==> src/rtl/aux_port_arbiter.sv <==
// Arbitrates the single-port aux snapshot RAM between the capture writer and the display reader.
// Define AUX_ARB_STATS_EN to add a saturating conflict counter on conflict_count_out.
module aux_port_arbiter #(
    parameter int DATA_WIDTH        = 16,
    parameter int AUX_ADDRESS_WIDTH = 5,
    parameter int STARVE_LIMIT      = 8
) (
    input  logic                         clock_in,
    input  logic                         reset_in,
    input  logic                         v_blank_in,
    input  logic                         wr_req_in,
    input  logic [AUX_ADDRESS_WIDTH-1:0] wr_address_in,
    input  logic [DATA_WIDTH-1:0]        wr_data_in,
    output logic                         wr_grant_out,
    input  logic                         rd_req_in,
    input  logic [AUX_ADDRESS_WIDTH-1:0] rd_address_in,
    output logic                         rd_grant_out,
    output logic [DATA_WIDTH-1:0]        rd_data_out,
    output logic                         rd_valid_out,
    output logic                         ram_wr_out,
    output logic [AUX_ADDRESS_WIDTH-1:0] ram_address_out,
    output logic [DATA_WIDTH-1:0]        ram_data_out,
    input  logic [DATA_WIDTH-1:0]        ram_data_in
`ifdef AUX_ARB_STATS_EN
    ,
    output logic [15:0]                  conflict_count_out
`endif
);

    localparam int              CW    = $clog2(STARVE_LIMIT + 1);
    localparam logic [CW-1:0]   LIMIT = CW'(STARVE_LIMIT);

    typedef enum logic [1:0] {
        ST_IDLE  = 2'd0,
        ST_WRITE = 2'd1,
        ST_READ  = 2'd2
    } state_t;

    state_t                         r_state;
    state_t                         w_next_state;
    logic                           r_v_blank_q;
    logic [CW-1:0]                  r_starve;
    logic                           r_rd_pend;
    logic                           r_rd_valid;
    logic [DATA_WIDTH-1:0]          r_rd_data;
    logic [AUX_ADDRESS_WIDTH-1:0]   r_ram_address;
    logic [DATA_WIDTH-1:0]          r_ram_data;

    logic w_vb_change;
    logic w_forced;
    logic w_writer_wins_tie;
    logic w_lp_req;
    logic w_lp_grant;
    logic w_wr_grant;
    logic w_rd_grant;
    logic w_ram_wr;

    // A level change restarts starvation accounting, so a stale count cannot force the new low side.
    assign w_vb_change       = v_blank_in ^ r_v_blank_q;
    assign w_forced          = (r_starve == LIMIT) && !w_vb_change;
    assign w_writer_wins_tie = v_blank_in ? !w_forced : w_forced;

    // State register: remembers which side was granted last cycle.
    always_ff @(posedge clock_in or posedge reset_in) begin
        // NOTE: sequential state uses non-blocking assignments so every flop samples pre-edge values.
        if (reset_in) begin
            r_state <= ST_IDLE;
        end else begin
            r_state <= w_next_state;
        end
    end

    // Next-state: the grant decision for this cycle.
    always_comb begin
        // NOTE: default first so no path leaves w_next_state unassigned (no latch).
        w_next_state = ST_IDLE;
        if (wr_req_in && (!rd_req_in || w_writer_wins_tie)) begin
            w_next_state = ST_WRITE;
        end else if (rd_req_in) begin
            w_next_state = ST_READ;
        end
    end

    // Outputs: grants are combinational, RAM strobe decodes the held grant.
    always_comb begin
        w_wr_grant = (w_next_state == ST_WRITE);
        w_rd_grant = (w_next_state == ST_READ);
        w_ram_wr   = (r_state == ST_WRITE);
    end

    assign wr_grant_out = w_wr_grant;
    assign rd_grant_out = w_rd_grant;
    assign ram_wr_out   = w_ram_wr;

    assign w_lp_req   = v_blank_in ? rd_req_in  : wr_req_in;
    assign w_lp_grant = v_blank_in ? w_rd_grant : w_wr_grant;

    always_ff @(posedge clock_in or posedge reset_in) begin
        if (reset_in) begin
            r_v_blank_q <= 1'b0;
            r_starve    <= '0;
        end else begin
            r_v_blank_q <= v_blank_in;
            if (w_vb_change || !w_lp_req || w_lp_grant) begin
                r_starve <= '0;
            end else begin
                r_starve <= r_starve + CW'(1);
            end
        end
    end

    // RAM port registers; address and data hold while idle.
    always_ff @(posedge clock_in or posedge reset_in) begin
        if (reset_in) begin
            r_ram_address <= '0;
            r_ram_data    <= '0;
        end else if (w_wr_grant) begin
            r_ram_address <= wr_address_in;
            r_ram_data    <= wr_data_in;
        end else if (w_rd_grant) begin
            r_ram_address <= rd_address_in;
        end
    end

    assign ram_address_out = r_ram_address;
    assign ram_data_out    = r_ram_data;

    // Read return: address out in N+1, RAM data in N+2, registered at end of N+2.
    always_ff @(posedge clock_in or posedge reset_in) begin
        if (reset_in) begin
            r_rd_pend  <= 1'b0;
            r_rd_valid <= 1'b0;
            r_rd_data  <= '0;
        end else begin
            r_rd_pend  <= (r_state == ST_READ);
            r_rd_valid <= r_rd_pend;
            if (r_rd_pend) begin
                r_rd_data <= ram_data_in;
            end
        end
    end

    assign rd_valid_out = r_rd_valid;
    assign rd_data_out  = r_rd_data;

`ifdef AUX_ARB_STATS_EN
    logic [15:0] r_conflicts;

    always_ff @(posedge clock_in or posedge reset_in) begin
        if (reset_in) begin
            r_conflicts <= '0;
        end else if (wr_req_in && rd_req_in && (r_conflicts != 16'hFFFF)) begin
            r_conflicts <= r_conflicts + 16'd1;
        end
    end

    assign conflict_count_out = r_conflicts;
`endif

endmodule

==> config.mk <==
export PLATFORM = sky130hd
export DESIGN_NAME = aux_port_arbiter
export DESIGN_NICKNAME = d
export VERILOG_FILES = /design/src/rtl/aux_port_arbiter.sv
export SDC_FILE = /design/constraint.sdc
export NUM_CORES = 1
export LEC_CHECK = 0
export BUFFER_PORTS_ARGS = -buffer_cell sky130_fd_sc_hd__buf_2
export CAP_MARGIN = 15
export CORE_UTILIZATION = 46
export CTS_CLUSTER_DIAMETER = 150
export DETAILED_ROUTE_END_ITERATION = 10
export MAX_ROUTING_LAYER = met4
export PLACE_DENSITY = 0.79
export SLEW_MARGIN = 30
export SYNTH_ARGS = -nofsm -noshare
export SYNTH_HDL_FRONTEND = slang
export SYNTH_SLANG_ARGS = --single-unit
==> constraint.sdc <==
create_clock -name clock_in -period 2.6 [get_ports clock_in]
set_clock_uncertainty 0.15 [all_clocks]
set_input_delay 0.13 -clock clock_in [delete_from_list [all_inputs] [get_ports clock_in]]
set_output_delay 0.13 -clock clock_in [all_outputs]
set_load 0.01 [all_outputs]
### Word-level counts from Yosys, hierarchy flattened

Cells that the tools add are included.

| storage, ports and cells | value |
|---|---|
| register bits after elaboration | 46 |
| input bits | 47 |
| output and inout port bits | 41 |
| logic and storage cells | 33 |

| operators by class | value |
|---|---|
| add/sub/neg operators | 1 |
| eq/ne operators | 5 |
| muxes and demuxes | 8 |
| bitwise operators | 1 |
| reduce and logical (&&, ||, !) cells | 10 |

Operator list:

| operator | count |
|---|---|
| two-way mux 5 bit | 2 |
| adder 4 x 1 -> 4 bit (second input constant) | 1 |
| == test 2 x 1 -> 1 bit (second input constant) | 2 |
| == test 2 bit (second input constant) | 2 |
| == test 4 bit (second input constant) | 1 |
| zero test 1 bit | 4 |
| two-way mux 2 bit | 2 |
| two-way mux 4 bit | 1 |
| logical OR 1 bit | 3 |
| two-way mux 1 bit | 3 |
| logical AND 1 bit | 2 |
| nonzero test 2 bit | 1 |
| bitwise XOR 1 bit | 1 |

### Depth between registers and ports, before layout

| depth | value |
|---|---|
| depth after elaboration | 12 |
| gate-level depth with buffers | 7 |
| gate-level depth less buffers | 6 |

### Least setup slack after synthesis

OpenSTA, ideal clock, no wires.

| path | value |
|---|---|
| path kind | register to register |
| start point | register r_starve[0] |
| end point | register r_ram_data[0], in the netlist ram_data_out[0] |
| arrival time | 1.746 ns |
| required time | 2.325 ns |
| slack | 0.579 ns |
| cell stages (with the launch flop) | 8 |
| buffers on the path | 1 |
| path through | dfrtp_1 > inv_1 > ha_1 > and3b_2 > mux2_4 > nand2_8 > buf_12 > mux2_4 |

| between the ends | value |
|---|---|
| longest elaborated chain between the ends | 8 |

RTL lines:

| element | RTL line | text |
|---|---|---|
| from (decl) | 42 | `logic [CW-1:0] r_starve;` |
| from (signal assigned) | 107 | `r_starve <= r_starve + CW'(1);` |
| == test 4 bit * | 60 | `assign w_forced = (r_starve == LIMIT) && !w_vb_change;` |
| logical AND 1 bit * | 60 |  |
| zero test 1 bit | 61 | `assign w_writer_wins_tie = v_blank_in ? !w_forced : w_forced;` |
| two-way mux 1 bit * | 61 |  |
| logical OR 1 bit * | 77 | `if (wr_req_in && (!rd_req_in \|\| w_writer_wins_tie)) begin` |
| logical AND 1 bit * | 77 |  |
| two-way mux 2 bit * | 77 |  |
| == test 2 x 1 -> 1 bit * | 86 | `w_wr_grant = (w_next_state == ST_WRITE);` |
| to (signal assigned) | 119 | `r_ram_data <= wr_data_in;` |
| to (decl) | 47 | `logic [DATA_WIDTH-1:0] r_ram_data;` |

Mark *: on every way between the ends. The rest lies on a longest branch, timed or not.
A chain may end at the register's enable or synchronous reset.

### Worst setup path after layout

| path | value |
|---|---|
| start point | register r_starve[0] |
| end point | register r_ram_address[1], in the netlist ram_address_out[1] |

| between the ends | value |
|---|---|
| longest elaborated chain between the ends | 9 |

RTL lines:

| element | RTL line | text |
|---|---|---|
| == test 4 bit * | 60 |  |
| logical AND 1 bit * | 60 |  |
| zero test 1 bit | 61 |  |
| two-way mux 1 bit * | 61 |  |
| logical OR 1 bit * | 77 |  |
| logical AND 1 bit * | 77 |  |
| two-way mux 2 bit * | 77 |  |
| == test 2 x 1 -> 1 bit or == test 2 bit (tied branches) | 86, 87 |  |
| two-way mux 5 bit or nonzero test 2 bit (tied branches) | -- |  |
| to (signal assigned) | 118 | `r_ram_address <= wr_address_in;` |
| to (signal assigned) | 121 | `r_ram_address <= rd_address_in;` |
| to (decl) | 46 | `logic [AUX_ADDRESS_WIDTH-1:0] r_ram_address;` |

Marked as above.

==> impl_metrics.toml <==
[yosys]
synth_cell_types = 22
syn_nets = 180
netlist_instances = 131
ys_ff_latch = 46
ys_warn_count = 0
syn-cell-area_um2 = 1910
ys_seq_area_frac = 0.602
postSynthAreaPerCell_um2 = 14.6

[floorplanning]
initial_core_util = 0.478
die_h_um = 66.5
rows = 23
dieWidth_um = 66.5
core-area_um2 = 4000
io-pin-count = 88
die_area_um2 = 4420

[placed_design]
gp_congestion = 0.655
post_dp_cell_area_um2 = 2370
dp_hpwl_um = 2470
portBuffers = 87

[cts]
clock_path_buffers = 2
clock_sinks = 46
postCtsSetupBuffers = 0
numCtsBuffers = 5
cts_tree = "yes"
clk_pin_slew_worst_paths_ns = 0.08
cts_root_buf = "clkbuf_8"
cts_max_level = 2
clock_latency_ns = 0.29

[pwr]
total_leakage_power_nw = 1.43
power.density_nw_per_um2 = 607
ir_worst_vdd_mv = 0.340

[critical_path]
arrival_ns = 2.41
critPathRequiredTime_ns = 2.63
start_kind = "flip-flop"
r2r-start = "r_starve[0]$_DFF_PP0_"
crit_fanout = 6
reg2reg_to = "ram_address_out[1]$_DFFE_PP0P_"
worstRegToRegCells = 7
path_cells = "inv_1, ha_1, and3b_2, mux2_4, mux2i_1, a21oi_1, dlygate4sd3_1"
cpPeakStageDelay_ns = 0.57
crit_type = "flip-flop to flip-flop"
ff2ff_setup_slack_ns = 0.22
worst_path_max_delay_cell = "dlygate4sd3_1"
end_kind = "flip-flop"

[layout]
fillers = 268
drive_gt1_frac = 0.502
final_area_um2 = 2910
syn_to_final_growth_pct = 51.9
antennaDiodeCount = 0
nNetsFinal = 311

[global_route]
grt_overflow = 0
grt_max_degree = 47
antenna_found_initial = 0
grt_pass1_wl_um = 6460
grt_pass1_vias = 1468
grt_use_total = 0.205

[sta]
finalCriticalPeriod_ns = 2.38
setup-tns-final_ns = 0
period_share = 0.916
hold_viol = 0
slew_headroom = 0.495
max_freq_ghz = 0.420
drv_slew = 0
rsz0062_at_grt = "false"
setup_viol = 0
max_slew.worst_pin.slew_ns = 0.757

[detailed_routing]
num_vias = 1477
via_per_inst = 4.72
drtPass1Iterations = 4
route.detailed.drc = 0
wl_um = 4080
first_iter_violations = 57
wl_per_cell_um = 13.0
ant_nets = 0

[hold_path]
hold_start = "rd_address_in[3]"
holdPathEnd = "ram_address_out[3]$_DFFE_PP0P_"
hold_path_depth = 3
hold_path.class = "input port to flip-flop"

[status]
status = "finished clean"

[run]
maxCapViolCount = 0
[per-layer routing]
layer | vias up | wire [µm] | GRT usage | part of all wire
met5 | - | 0 | - | 0
met4 | 0 | 52 | 0.0638 | 0.013
met3 | 6 | 314 | 0.0616 | 0.077
met2 | 75 | 1880 | 0.348 | 0.46
met1 | 684 | 1830 | 0.231 | 0.45
li1 | 712 | - | - | -
[cell usage after synthesis, drive strengths merged]
| library cell | count | area [µm²] |
|---|---|---|
| dfrtp | 46 | 1150 |
| mux2 | 34 | 413 |
| nor2b | 7 | 43.8 |
| a21oi | 6 | 30.0 |
| a211oi | 5 | 37.5 |
| inv | 5 | 18.8 |
| mux2i | 5 | 50.1 |
| nand2 | 5 | 35.0 |
| clkbuf | 3 | 11.3 |
| buf | 2 | 25.0 |
| ha | 2 | 25.0 |
| nor2 | 2 | 7.51 |
| nor3b | 2 | 15.0 |
| xnor2 | 2 | 17.5 |
| and2 | 1 | 6.26 |
| and3b | 1 | 10.0 |
| nand2b | 1 | 6.26 |
| nand3 | 1 | 5.00 |
| nor3 | 1 | 5.00 |
[final cells by class]
class | count | area (µm²) | area share
clock buffers | 5 | 68.8 | 0.0237
clock inverters | 3 | 40.0 | 0.0138
inverters | 5 | 20.0 | 0.00689
multi-input cells | 75 | 707 | 0.243
flip-flops and latches | 46 | 1150 | 0.396
well taps | 50 | 62.6 | 0.0215
repair buffers | 129 | 856 | 0.295
[worst max path at each step]
stage / from / endpoint / slack [ns] / cells after the start
3_3_place_gp: r_starve[0]$_DFF_PP0_ / ram_data_out[10]$_DFFE_PP0P_ / 0.55 / 6
5_1_grt: r_starve[0]$_DFF_PP0_ / ram_address_out[4]$_DFFE_PP0P_ / 0.09 / 7
6_report: r_starve[0]$_DFF_PP0_ / ram_address_out[1]$_DFFE_PP0P_ / 0.22 / 7
3_5_place_dp: r_starve[0]$_DFF_PP0_ / ram_data_out[10]$_DFFE_PP0P_ / 0.50 / 6
4_1_cts: r_starve[0]$_DFF_PP0_ / rd_grant_out / 0.21 / 7
2_1_floorplan: r_starve[0]$_DFF_PP0_ / ram_data_out[0]$_DFFE_PP0P_ / 0.58 / 7
[critical path: cells and delay by family, from the launching register on]
kind,cells,cell delay [ns]
AND/OR/NAND/NOR,1,0.24
buffers and inverters,2,0.63
flip-flops,1,0.39
adder cells (fa/ha/maj),1,0.22
AO/OA/AOI/OAI,1,0.08
multiplexers,2,0.55
[cell families after synthesis]
group,synth area share
adder cells (fa/ha/maj),0.0131
buffers and inverters,0.0288
AO/OA/AOI/OAI,0.0353
multiplexers,0.242
AND/OR/NAND/NOR,0.0700
flip-flops,0.602
XOR/XNOR,0.00916
[layout by cell type (no fill, tap or decap), types with 2 or more instances in the layout]
cell            n
xnor2_1         2
ha_1            2
nor3b_1         2
dfrtp_1        46
nor2_1          2
inv_1           4
nand2_1         4
a21oi_1         6
mux2_4          8
mux2i_1         5
dlygate4sd3_1  42
a211oi_1        5
buf_2          87
nor2b_1         7
clkbuf_8        5
clkinv_2        3
mux2_2         26
[metrics by stage]
stage / hold WS (ns) / std cells / util / setup slack [ns] / power (mW)
floorplan: 0.0114 / 131 / - / 0.579 / 1.06
global placement: 0.129 / 263 / 0.594 / 0.546 / 1.20
detailed placement: 0.131 / 263 / 0.594 / 0.498 / 1.21
CTS: 0.00765 / 313 / 0.726 / 0.210 / 1.78
global route: 0.0220 / 313 / 0.726 / 0.0861 / 1.85
finish: 0.0179 / 313 / 0.726 / 0.218 / 1.76
[registers in the layout (all words and copies together), names as in the netlist]
| signal | cells |
|---|---|
| ram_data_out | 16 |
| rd_data_out | 16 |
| ram_address_out | 5 |
| r_starve | 4 |
| r_state | 2 |
| r_rd_pend | 1 |
| r_v_blank_q | 1 |
| rd_valid_out | 1 |
[what timing repair did]
| item | in CTS | in global routing |
|---|---|---|
| hold buffers | 42 | 0 |
| resized for setup | 0 | 0 |
| setup endpoints to repair | 0 | 0 |
| hold endpoints to repair | 83 | 0 |
[power by group]
part           total [mW]  switching, mW  internal (mW)
registers           0.860         0.0502          0.810
logic               0.394          0.167          0.227
clock network       0.508          0.226          0.283
total                1.76          0.443           1.32
Note: power is estimated with default switching activity, not from simulation.
